<file path="config.mk">
export PLATFORM = sky130hd
export DESIGN_NAME = split_check_sched
export DESIGN_NICKNAME = d
export VERILOG_FILES = /design/src/rtl/split_check_sched.sv
export SDC_FILE = /design/constraint.sdc
export NUM_CORES = 1
export LEC_CHECK = 0
export ABC_AREA = 0
export ABC_CLOCK_PERIOD_IN_PS = 2940
export CAP_MARGIN = 20
export CELL_PAD_IN_SITES_DETAIL_PLACEMENT = 0
export CELL_PAD_IN_SITES_GLOBAL_PLACEMENT = 1
export CORE_UTILIZATION = 27
export DETAILED_ROUTE_END_ITERATION = 8
export PLACE_DENSITY = 0.91
export SLEW_MARGIN = 5
export SYNTH_ARGS = -nofsm -noshare
export SYNTH_HDL_FRONTEND = slang
export SYNTH_SLANG_ARGS = --single-unit
</file>
<file path="constraint.sdc">
create_clock -name clk -period 2.94 [get_ports clk]
set_clock_uncertainty 0.2 [all_clocks]
set_input_delay 0.882 -clock clk [delete_from_list [all_inputs] [get_ports clk]]
set_output_delay 0.882 -clock clk [all_outputs]
set_load 0.02 [all_outputs]
</file>
<file path="src/rtl/split_check_sched.sv">
// split_check_sched: round-robin scheduler that shares one split-constraint
// checker among solver requesters, with saturating pass/fail statistics.
module split_check_sched #(
  parameter int NUM_REQ = 4,
  parameter int VEC_W   = 64,
  parameter int TAG_W   = 4,
  parameter int CHK_LAT = 0,
  localparam int ID_W   = $clog2(NUM_REQ)
) (
  input  logic                     clk,
  input  logic                     rst,
  input  logic [NUM_REQ-1:0]       req_valid,
  output logic [NUM_REQ-1:0]       req_ready,
  input  logic [NUM_REQ*VEC_W-1:0] req_vec,
  input  logic [NUM_REQ*TAG_W-1:0] req_tag,
  output logic                     chk_valid,
  output logic [VEC_W-1:0]         chk_vec,
  input  logic                     chk_x,
  output logic                     rsp_valid,
  input  logic                     rsp_ready,
  output logic [ID_W-1:0]          rsp_id,
  output logic [TAG_W-1:0]         rsp_tag,
  output logic                     rsp_pass,
  output logic [15:0]              pass_cnt,
  output logic [15:0]              fail_cnt,
  output logic                     busy
);

  typedef enum logic [1:0] {
    IDLE,
    ISSUE,
    WAIT,
    RESP
  } state_t;

  localparam logic [3:0] LAT_LD = 4'((CHK_LAT > 0) ? CHK_LAT - 1 : 0);

  state_t          state;
  logic [ID_W-1:0] last_grant;
  logic [3:0]      lat_cnt;
  logic            found;
  logic [ID_W-1:0] win;
  logic [ID_W-1:0] cand;

  // Search starts one past the last grant so every requester gets a turn.
  always_comb begin
    found = 1'b0;
    win   = '0;
    cand  = '0;
    for (int k = 1; k <= NUM_REQ; k++) begin
      cand = ID_W'((int'(last_grant) + k) % NUM_REQ);
      if (!found && req_valid[cand]) begin
        found = 1'b1;
        win   = cand;
      end
    end
  end

  always_comb begin
    req_ready = '0;
    if (state == IDLE && found) begin
      req_ready[win] = 1'b1;
    end
  end

  assign busy = (state != IDLE);

  always_ff @(posedge clk) begin
    if (rst) begin
      state      <= IDLE;
      last_grant <= ID_W'(NUM_REQ - 1);
      lat_cnt    <= '0;
      chk_valid  <= 1'b0;
      chk_vec    <= '0;
      rsp_valid  <= 1'b0;
      rsp_id     <= '0;
      rsp_tag    <= '0;
      rsp_pass   <= 1'b0;
      pass_cnt   <= '0;
      fail_cnt   <= '0;
    end else begin
      unique case (state)
        IDLE: begin
          if (found) begin
            chk_vec    <= req_vec[win*VEC_W +: VEC_W];
            rsp_tag    <= req_tag[win*TAG_W +: TAG_W];
            rsp_id     <= win;
            last_grant <= win;
            chk_valid  <= 1'b1;
            state      <= ISSUE;
          end
        end
        ISSUE: begin
          chk_valid <= 1'b0;
          if (CHK_LAT == 0) begin
            rsp_pass  <= chk_x;
            rsp_valid <= 1'b1;
            state     <= RESP;
          end else begin
            lat_cnt <= LAT_LD;
            state   <= WAIT;
          end
        end
        WAIT: begin
          if (lat_cnt == 4'd0) begin
            rsp_pass  <= chk_x;
            rsp_valid <= 1'b1;
            state     <= RESP;
          end else begin
            lat_cnt <= lat_cnt - 4'd1;
          end
        end
        RESP: begin
          if (rsp_ready) begin
            if (rsp_pass) begin
              if (pass_cnt != 16'hFFFF) pass_cnt <= pass_cnt + 16'd1;
            end else begin
              if (fail_cnt != 16'hFFFF) fail_cnt <= fail_cnt + 16'd1;
            end
            rsp_valid <= 1'b0;
            state     <= IDLE;
          end
        end
      endcase
    end
  end

endmodule

</file>
### After elaboration in Yosys (flattened, before gate mapping)

Index checks and enable logic that the tools add are counted.
Widths: inputs -> output; s select.

* $add $sub $neg: 7
* order comparisons: 6
* equal/unequal tests: 8
* shift-type cells: 2
* muxes and demuxes: 30
* bitwise gates (word level): 2
* reduce and logical (&&, ||, !) cells: 22

Operator list (number)
* $shiftx 256x9->64: 1
* $add 16x1->16 const B: 2
* $ne 16x16->1 const B: 2
* $shiftx 16x5->4: 1
* $lt 2x3->1 const B: 5
* $mux 2: 7
* $mux 1: 13
* $bmux 1 s2: 4
* $pmux 2 s4: 1
* $reduce_and 2->1: 4
* $reduce_and 4->1: 2
* $ne 2x2->1 const B: 3
* $reduce_and 3->1: 2
* $reduce_bool 2->1: 3
* $logic_and 1x1->1: 5
* $add 2x1->2 const B: 2
* $add 2x2->2 const B: 2
* $eq 2x2->1 const B: 2
* $logic_not 4->1: 1
* $mux 4: 1
* $pmux 1 s2: 2
* $sub 4x1->4 const B: 1
* $logic_not 1->1: 3
* $pmux 1 s3: 1
* other kinds (6): 7

* flip-flop bits (word level): 113
* word-level logic and storage cells: 88

### Longest topological paths before layout

Gate-level depths: netlist of the first run.

* word-level depth: 18
* gate-level depth with buffers: 9

### Worst setup path after synthesis of the first run

Ideal clock, no wire load.

* path kind: input to output
* start: input req_valid[2]
* end: output req_ready[3]
* data arrival time: 1900 ps
* required time: 1858 ps
* slack: -42 ps
* cell stages on the path: 6
* cells stage by stage: nand2b_1 o22a_1 o21ai_2 buf_6 clkbuf_8 nor2b_1

* longest elaborated chain between the ends: 17
* elaborated cells between the ends (all ways): 29
* classes of those cells: 2 x order compare; 19 x mux; 8 x reduce/logical

RTL lines
* start: declaration: line 12 `input logic [NUM_REQ-1:0] req_valid,`
* $bmux 1 s2: line 52 `if (!found && req_valid[cand]) begin`
* $mux 1 (not written as such): line 52
* $mux 1: line 52
* $logic_not 1->1: line 52
* $logic_and 1x1->1: line 52
* $mux 1: line 52
* $logic_not 1->1: line 52
* $logic_and 1x1->1: line 52
* $mux 1: line 52
* $logic_not 1->1: line 52
* $logic_and 1x1->1: line 52
* $mux 2: line 52
* $lt 2x3->1 (not written as such) or $ge 2x1->1 (tied branches): line 62 `req_ready[win] = 1'b1;`
* $logic_and 1x1->1 (not written as such): line 62
* $mux 1 (not written as such): line 62
* $demux 1 s2: line 62
* $mux 4 (*): line 61 `if (state == IDLE && found) begin`
* end: declaration: line 13 `output logic [NUM_REQ-1:0] req_ready,`

Every way passes the cells marked *; elsewhere a longest branch is shown, timed or not. The select of a mux whose other input is x is not followed.

### Worst setup path in the final report of the first run

* start: input req_valid[2]
* end: output req_ready[1]

Same word-level chain as after synthesis.

==> results_dict.tcl, run 1 <==
set metrics [dict create \
    fp.dieArea_mm2 0.02490 \
    htreeDepth 4 \
    syn_area_per_cell_um2 10.13 \
    grt_setup_unrepaired "true" \
    ys.flop_type "sky130_fd_sc_hd__dfxtp_1" \
    most-common-layout-cells "sky130_fd_sc_hd__clkdlybuf4s50_1 (379), sky130_fd_sc_hd__mux2i_1 (142), sky130_fd_sc_hd__dfxtp_1 (112)" \
    irDropWorstVdd_v 0.0003244 \
    ios 390 \
    largest_net_degree_at_the_start_of_global_routing 68 \
    critical-path-slowest-cell "sky130_fd_sc_hd__nor4_4" \
    synth_cell_type_count 62 \
    detailroute.via_count 6546 \
    max_cap_viol_count 0 \
    timing.critical_path.to_type "output pin" \
    fin_crit_sh 1.023 \
    worstPathCellList "buf_8, buf_6, nor4_4, buf_4, nor2_4, buf_6, and3_4, buf_6" \
    post_drt_wl_per_cell_um 17.64 \
    detailedPlacementHpwl_mm 18.53 \
    max_slew_margin 0.5010 \
    finish.instance_area_mm2 0.01139 \
    worstPathMaxFanout 4 \
    power.leakage_nw 4.334 \
    yosys_warnings 0 \
    worstMarginPinSlew_ps 748.5 \
    yosys_register_bits 113 \
    grt_antenna_before_repair 2 \
    timing.final.hold_violations 0 \
    slew_viol_final 0 \
    power.density_mw_per_mm2 525.7 \
    timing.final.crit_period_ps 3007 \
    dpl-instance-area_mm2 0.01066 \
    timing.critical_path.arrival_ps 1930 \
    fin_setup_tns_ps -80.62 \
    overflow_after_grt 0 \
    power.share.switching 0.3142 \
    crit_path_frequent_cell "sky130_fd_sc_hd__buf_6" \
    drt_pre_antenna_iters 6 \
    critical_path.reg2reg.startpoint "last_grant[1]$_SDFFE_PP1P_" \
    final_core_util 0.4825 \
    detailedRoute.firstIterationViolations 273 \
    cts_buffers 17 \
    worstSetupStartpointType "input port" \
    cts_hold_buffers 0 \
    cts_root_buf "sky130_fd_sc_hd__clkbuf_16" \
    worst_skew_pair.late_latency_ps 410 \
    track_usage 0.1835 \
    timing.critical_path.buf_inv 5 \
    synth_nets 935 \
    detail-route-antenna-nets 0 \
    pwr-share-clk 0.346 \
    detail_route.drc_violations 0 \
    viasPerCell 4.740 \
    synth_edf_count 0 \
    tritoncts "done" \
    grt_first_pass_wirelength_mm 34.80 \
    min_from "chk_vec[25]$_SDFFE_PP0P_" \
    first_global_vias 6353 \
    clock_sink_count 113 \
    hold_ws_ps 256.1 \
    synth-seq-area-share 0.3452 \
    post_synthesis_async_set_or_reset_flop_share 0 \
    holdCritPathClass "register to register" \
    number_of_cells_produced_by_synthesis 647 \
    placementRows 56 \
    finalSetupViolCount 2 \
    fmaxAchievable_mhz 332.5 \
    place.gp.congestion 0.8630 \
    placeableCoreArea_mm2 0.02361 \
    clockBufferDepth 2 \
    final.setup.worst_slack_ps -67.36 \
    failed_checks "negative setup slack" \
    worstPathRequired_ps 1860 \
    die_h_um 157.8 \
    timing_worst_setup_path_type "input port to output pin" \
    die-width_um 157.8 \
    status "finished, violations left" \
    intPower_mw 4.107 \
    flow.area_growth_from_synthesis_pct 73.86 \
    critical-path-max-stage-delay_ps 220 \
    drive_gt1_frac 0.1217 \
    initial_utilization 0.2775 \
    io_buffers 389 \
    fin_nets 1335 \
    crit_path_start "req_valid[2]" \
    pwr-share-comb 0.347 \
    synthesis.area_mm2 0.006553 \
    cts.clk_slew.worst_paths_ps 50 \
    timing.critical_path.max_delay_family "buffers and inverters" \
    p_seq_frac 0.307 \
    layout.cells.most_common "sky130_fd_sc_hd__clkdlybuf4s50_1" \
    switchingPower_mw 1.881 \
    routed_wirelength_mm 24.37 \
]
[sequential cells by signal (all words and copies together), names as in the netlist, 2 cells and up]
name,flops
fail_cnt,16
chk_vec,64
lat_cnt,4
pass_cnt,16
rsp_id,2
state,2
last_grant,2
rsp_tag,4
[final timing paths]
path                                                  to  slack (ps)  cells past startpoint
worst min register to register  chk_vec[25]$_SDFFE_PP0P_         260                      2
worst max register to register  chk_vec[26]$_SDFFE_PP0P_         300                     10
worst max-delay path                        req_ready[1]         -70                      8
worst min-delay path            chk_vec[25]$_SDFFE_PP0P_         260                      2
[layer usage]
metal  track usage  wire length [µm]  vias to the layer above
li1              -                 -                     3203
met1        0.2073              9667                     3098
met2        0.3189             12140                      208
met3       0.05530              1874                       37
met4       0.07721               686                        0
met5             0                 0                        -
[tightest hold or removal path, delay by kind of cell (launching register included)]
family           cells  cell delay (ps)
flip-flops           1              320
AND/OR/NAND/NOR      1               50
AO/OA/AOI/OAI        1               50
[logic make-up (layout without fill, tap and decap cells)]
logic type                 Yosys count  count (layout)  share of synthesized area
buffers and inverters               60             473                    0.08688
and+or+nand+nor                    183             183                     0.1344
AOI/OAI and AO/OA                  114             114                     0.1652
DFF                                113             113                     0.3452
other                                0               2                          0
muxes                              142             142                     0.2169
adders and majority gates            8               8                    0.01528
xor gates and xnor gates            27              27                    0.03609
[what timing repair did]
item	4_1_cts	5_1_grt
endpoints found under the setup margin	36	5
cloned	0	0
pin swaps	7	4
setup buffers	7	0
resized for setup	52	9
[area by class of cell]
cell class	count	area, µm²
antenna	2	5.005
clock buffer	17	425.4
clock inverter	15	160.2
fill	2244	12220
inverter	13	48.80
multi-input combinational	474	3781
sequential	113	2263
tap	319	399.1
timing repair buffer	428	4309
[metrics by stage]
step           power, mW  cells  setup slack, ps
6_report           5.989   1381           -67.36
5_1_grt            6.268   1380           -89.91
4_1_cts            6.064   1379           -63.42
3_5_place_dp       3.911   1340           -913.2
3_3_place_gp       3.883   1340           -887.2
2_1_floorplan      3.010    647            49.49
[cell usage after synthesis, types with 2 or more instances]
cell type,instances,area (µm²)
sky130_fd_sc_hd__and3_1,4,25.02
sky130_fd_sc_hd__dfxtp_1,113,2262
sky130_fd_sc_hd__inv_1,12,45.04
sky130_fd_sc_hd__nor2_1,50,187.7
sky130_fd_sc_hd__o211ai_1,6,45.04
sky130_fd_sc_hd__mux2i_1,142,1421
sky130_fd_sc_hd__xnor2_1,16,140.1
sky130_fd_sc_hd__ha_1,8,100.1
sky130_fd_sc_hd__a2111oi_2,2,30.03
sky130_fd_sc_hd__o221ai_1,47,411.6
sky130_fd_sc_hd__buf_6,7,78.83
sky130_fd_sc_hd__o31ai_1,2,15.01
sky130_fd_sc_hd__nand3_1,7,35.03
sky130_fd_sc_hd__xor2_1,11,96.34
sky130_fd_sc_hd__nand4_1,7,43.79
sky130_fd_sc_hd__clkbuf_1,9,33.78
sky130_fd_sc_hd__nor4_1,2,12.51
sky130_fd_sc_hd__o221ai_2,21,315.3
sky130_fd_sc_hd__buf_12,12,240.2
sky130_fd_sc_hd__o31a_1,3,26.28
sky130_fd_sc_hd__buf_2,8,40.04
sky130_fd_sc_hd__clkbuf_8,6,82.58
sky130_fd_sc_hd__nand2_1,82,307.8
sky130_fd_sc_hd__nand2b_1,2,12.51
sky130_fd_sc_hd__nor3_1,6,30.03
sky130_fd_sc_hd__a21oi_1,9,45.04
sky130_fd_sc_hd__a31oi_1,2,12.51
sky130_fd_sc_hd__o21ai_2,2,17.52
sky130_fd_sc_hd__and2_1,2,12.51
sky130_fd_sc_hd__a211oi_1,7,52.55
sky130_fd_sc_hd__clkbuf_4,4,30.03
sky130_fd_sc_hd__and4_1,4,35.03
sky130_fd_sc_hd__o21ai_0,3,15.01
[power groups by stage]
stage	logic [mW]	registers, mW	clock network, mW
4_1_cts	2.09	1.84	2.14
3_5_place_dp	2.04	1.87	0
2_1_floorplan	0.927	2.08	0
5_1_grt	2.21	1.86	2.20
6_report	2.08	1.84	2.07
3_3_place_gp	2.02	1.86	0
(Power assumes the default switching activity.)
==> inputs of run 2 (changes only) <==
- SETUP_SLACK_MARGIN: not set -> 0.4
==> run 2 against run 1 <==
The run still ends with negative setup slack left. Critical path depth is 1 lower. Sequential cell count is the same. Clock power rose by 9.7%. Clock-buffer cell count increased by 4. Global-route usage up 2.0 points. Non-clock buffer count up 13. Sequential share of layout area is 0.54 points lower. Total power is 5.5% higher. First-iteration DRC count rose by 15%. Via count increased by 1.7%. Final cell count is 1.2% higher. Critical path type unchanged. Largest power group is now the clock network. Highest routed layer is now met5.
==> results_dict.tcl, run 2 (synthesis gave the netlist of run 1 again) <==
set metrics [dict create \
    regToRegSetupSlack_ps 580 \
    crit-reg2reg-capture "fail_cnt[1]$_SDFFE_PP0P_" \
    finish.instance_area_mm2 0.01171 \
    cts_hold_buffers 0 \
    status "finished, violations left" \
    die-width_um 157.8 \
    fp.dieArea_mm2 0.02490 \
    worstMarginPinSlew_ps 649.4 \
    hold_ws_ps 258.1 \
    power.share.switching 0.3008 \
    min_from "chk_vec[41]$_SDFFE_PP0P_" \
    power.density_mw_per_mm2 539.7 \
    timing.reg2reg.worst_path_depth 5 \
    io_buffers 389 \
    pwr-share-clk 0.359 \
    grt_setup_unrepaired "true" \
    whs_endpoint "chk_vec[41]$_SDFFE_PP0P_" \
    cts_root_buf "sky130_fd_sc_hd__clkbuf_16" \
    ios 390 \
    failed_checks "negative setup slack" \
    detailedPlacementHpwl_mm 19.85 \
    crit_path_frequent_cell "sky130_fd_sc_hd__buf_12" \
    first_global_vias 6592 \
    critical-path-max-stage-delay_ps 200 \
    max_slew_margin 0.5657 \
    intPower_mw 4.419 \
    largest_registers "chk_vec: 64 flops, fail_cnt: 16 flops, pass_cnt: 16 flops" \
    timing.critical_path.to_type "output pin" \
    placementRows 56 \
    routed_wirelength_mm 26.61 \
    placed_cells_incl_taps 1348 \
    layout.cells.most_common "sky130_fd_sc_hd__clkdlybuf4s50_1" \
    timing.final.crit_period_ps 2977 \
    critical_path.reg2reg.startpoint "fail_cnt[6]$_SDFFE_PP0P_" \
    final-instance-count-excl-fill 1397 \
    power.leakage_nw 4.781 \
    worstPathCellList "buf_8, nand2b_4, a21boi_4, o21ai_4, buf_12, and3_4, buf_12" \
    post_drt_wl_per_cell_um 19.05 \
    detailroute.via_count 6656 \
    slew_viol_final 0 \
    largest_net_degree_at_the_start_of_global_routing 47 \
    drive_gt1_frac 0.1351 \
    switchingPower_mw 1.901 \
    viasPerCell 4.764 \
    worstSetupStartpointType "input port" \
    detailedRoute.firstIterationViolations 313 \
    finalSetupViolCount 1 \
    largest_register_ffs 64 \
    final.setup.worst_slack_ps -37.08 \
    irDropWorstVdd_v 0.0002991 \
    worstPathMaxFanout 4 \
    grt_first_pass_wirelength_mm 37.83 \
    timing.critical_path.buf_inv 3 \
    place.gp.congestion 0.8772 \
    hold_depth 2 \
    track_usage 0.2034 \
    placeableCoreArea_mm2 0.02361 \
    flow.area_growth_from_synthesis_pct 78.71 \
    pwr-share-comb 0.349 \
    overflow_after_grt 0 \
    critical-path-slowest-cell "sky130_fd_sc_hd__o21ai_4" \
    max_cap_viol_count 0 \
    timing_worst_setup_path_type "input port to output pin" \
    initial_utilization 0.2775 \
    clockBufferDepth 2 \
    holdCritPathClass "register to register" \
    worst_skew_pair.late_latency_ps 410 \
    worstPathRequired_ps 1860 \
    fmaxAchievable_mhz 335.9 \
    largest-register "chk_vec" \
    detail_route.drc_violations 0 \
    cts_buffers 17 \
    post-place-ws_ps -845.0 \
    filler_cell_count 2168 \
    fin_crit_sh 1.013 \
    timing.final.hold_violations 0 \
    fin_nets 1348 \
    die_h_um 157.8 \
    clock_sink_count 113 \
    cts.clk_slew.worst_paths_ps 60 \
    detail-route-antenna-nets 0 \
    htreeDepth 4 \
    timing.critical_path.max_delay_family "buffers and inverters" \
    timing.critical_path.arrival_ps 1900 \
    tritoncts "done" \
    p_seq_frac 0.292 \
    most-common-layout-cells "sky130_fd_sc_hd__clkdlybuf4s50_1 (347), sky130_fd_sc_hd__mux2i_1 (140), sky130_fd_sc_hd__dfxtp_1 (112)" \
    drt_pre_antenna_iters 4 \
    grt_antenna_before_repair 6 \
    dpl-instance-area_mm2 0.01075 \
]
[run 2: cell type report]
class                      count  area (µm²)  area share
timing repair buffer         441        4528      0.3867
multi-input combinational    474        3810      0.3254
sequential                   113        2263      0.1933
clock buffer                  21       470.5     0.04018
tap                          319       399.1     0.03408
clock inverter                11       177.7     0.01517
inverter                      13       48.80    0.004167
antenna                        5       12.51    0.001068
[run 2: timing repair]
| item | CTS | global route |
|---|---|---|
| pin swaps | 8 | 7 |
| setup buffers | 6 | 3 |
| gates cloned | 2 | 1 |
| setup endpoints to repair | 94 | 38 |
| resized for setup | 84 | 26 |
[run 2: worst max-delay path by stage]
stage | slack (ps) | end | depth (start not counted) | start
after floorplan | 100 | req_ready[1] | 6 | req_valid[2]
after global placement | -820 | req_ready[3] | 6 | req_valid[3]
after CTS | -50 | req_ready[1] | 7 | req_valid[3]
final | -40 | req_ready[1] | 7 | req_valid[2]
after detailed placement | -840 | req_ready[3] | 6 | req_valid[3]
after global routing | -80 | req_ready[1] | 7 | req_valid[2]
[run 2: layer usage]
layer | up-vias | global-route usage | wire length [µm]
met2 | 233 | 0.3598 | 13370
met5 | - | 0 | 12
met3 | 38 | 0.06597 | 2188
met1 | 3145 | 0.2228 | 10390
li1 | 3238 | - | -
met4 | 2 | 0.08322 | 656
[run 2: tightest hold or removal path, stage by stage, from the launching register on]
cell	delay [ps]
sky130_fd_sc_hd__dfxtp_1	320
sky130_fd_sc_hd__nand2_1	60
sky130_fd_sc_hd__o221ai_2	50
[run 2: metrics by stage]
| stage | power (mW) | TNS [ps] | util |
|---|---|---|---|
| floorplan | 3.023 | 0 | - |
| global placement | 3.923 | -36950 | 0.4553 |
| detailed placement | 3.948 | -39900 | 0.4553 |
| CTS | 6.352 | -45.11 | 0.4897 |
| global route | 6.610 | -114.5 | 0.4959 |
| finish | 6.319 | -37.08 | 0.4959 |
[run 2: power groups by stage]
stage	Clock [mW]	Combinational (mW)	Sequential (mW)
6_report	2.27	2.21	1.84
4_1_cts	2.33	2.18	1.84
3_5_place_dp	0	2.08	1.87
5_1_grt	2.41	2.33	1.87
2_1_floorplan	0	0.939	2.08
3_3_place_gp	0	2.06	1.86
==> inputs of run 3 (changes only) <==
- GPL_TIMING_DRIVEN: not set -> 1
==> results of run 3 <==
Same layout as run 2: the final DEF is identical, and so are final timing and power.
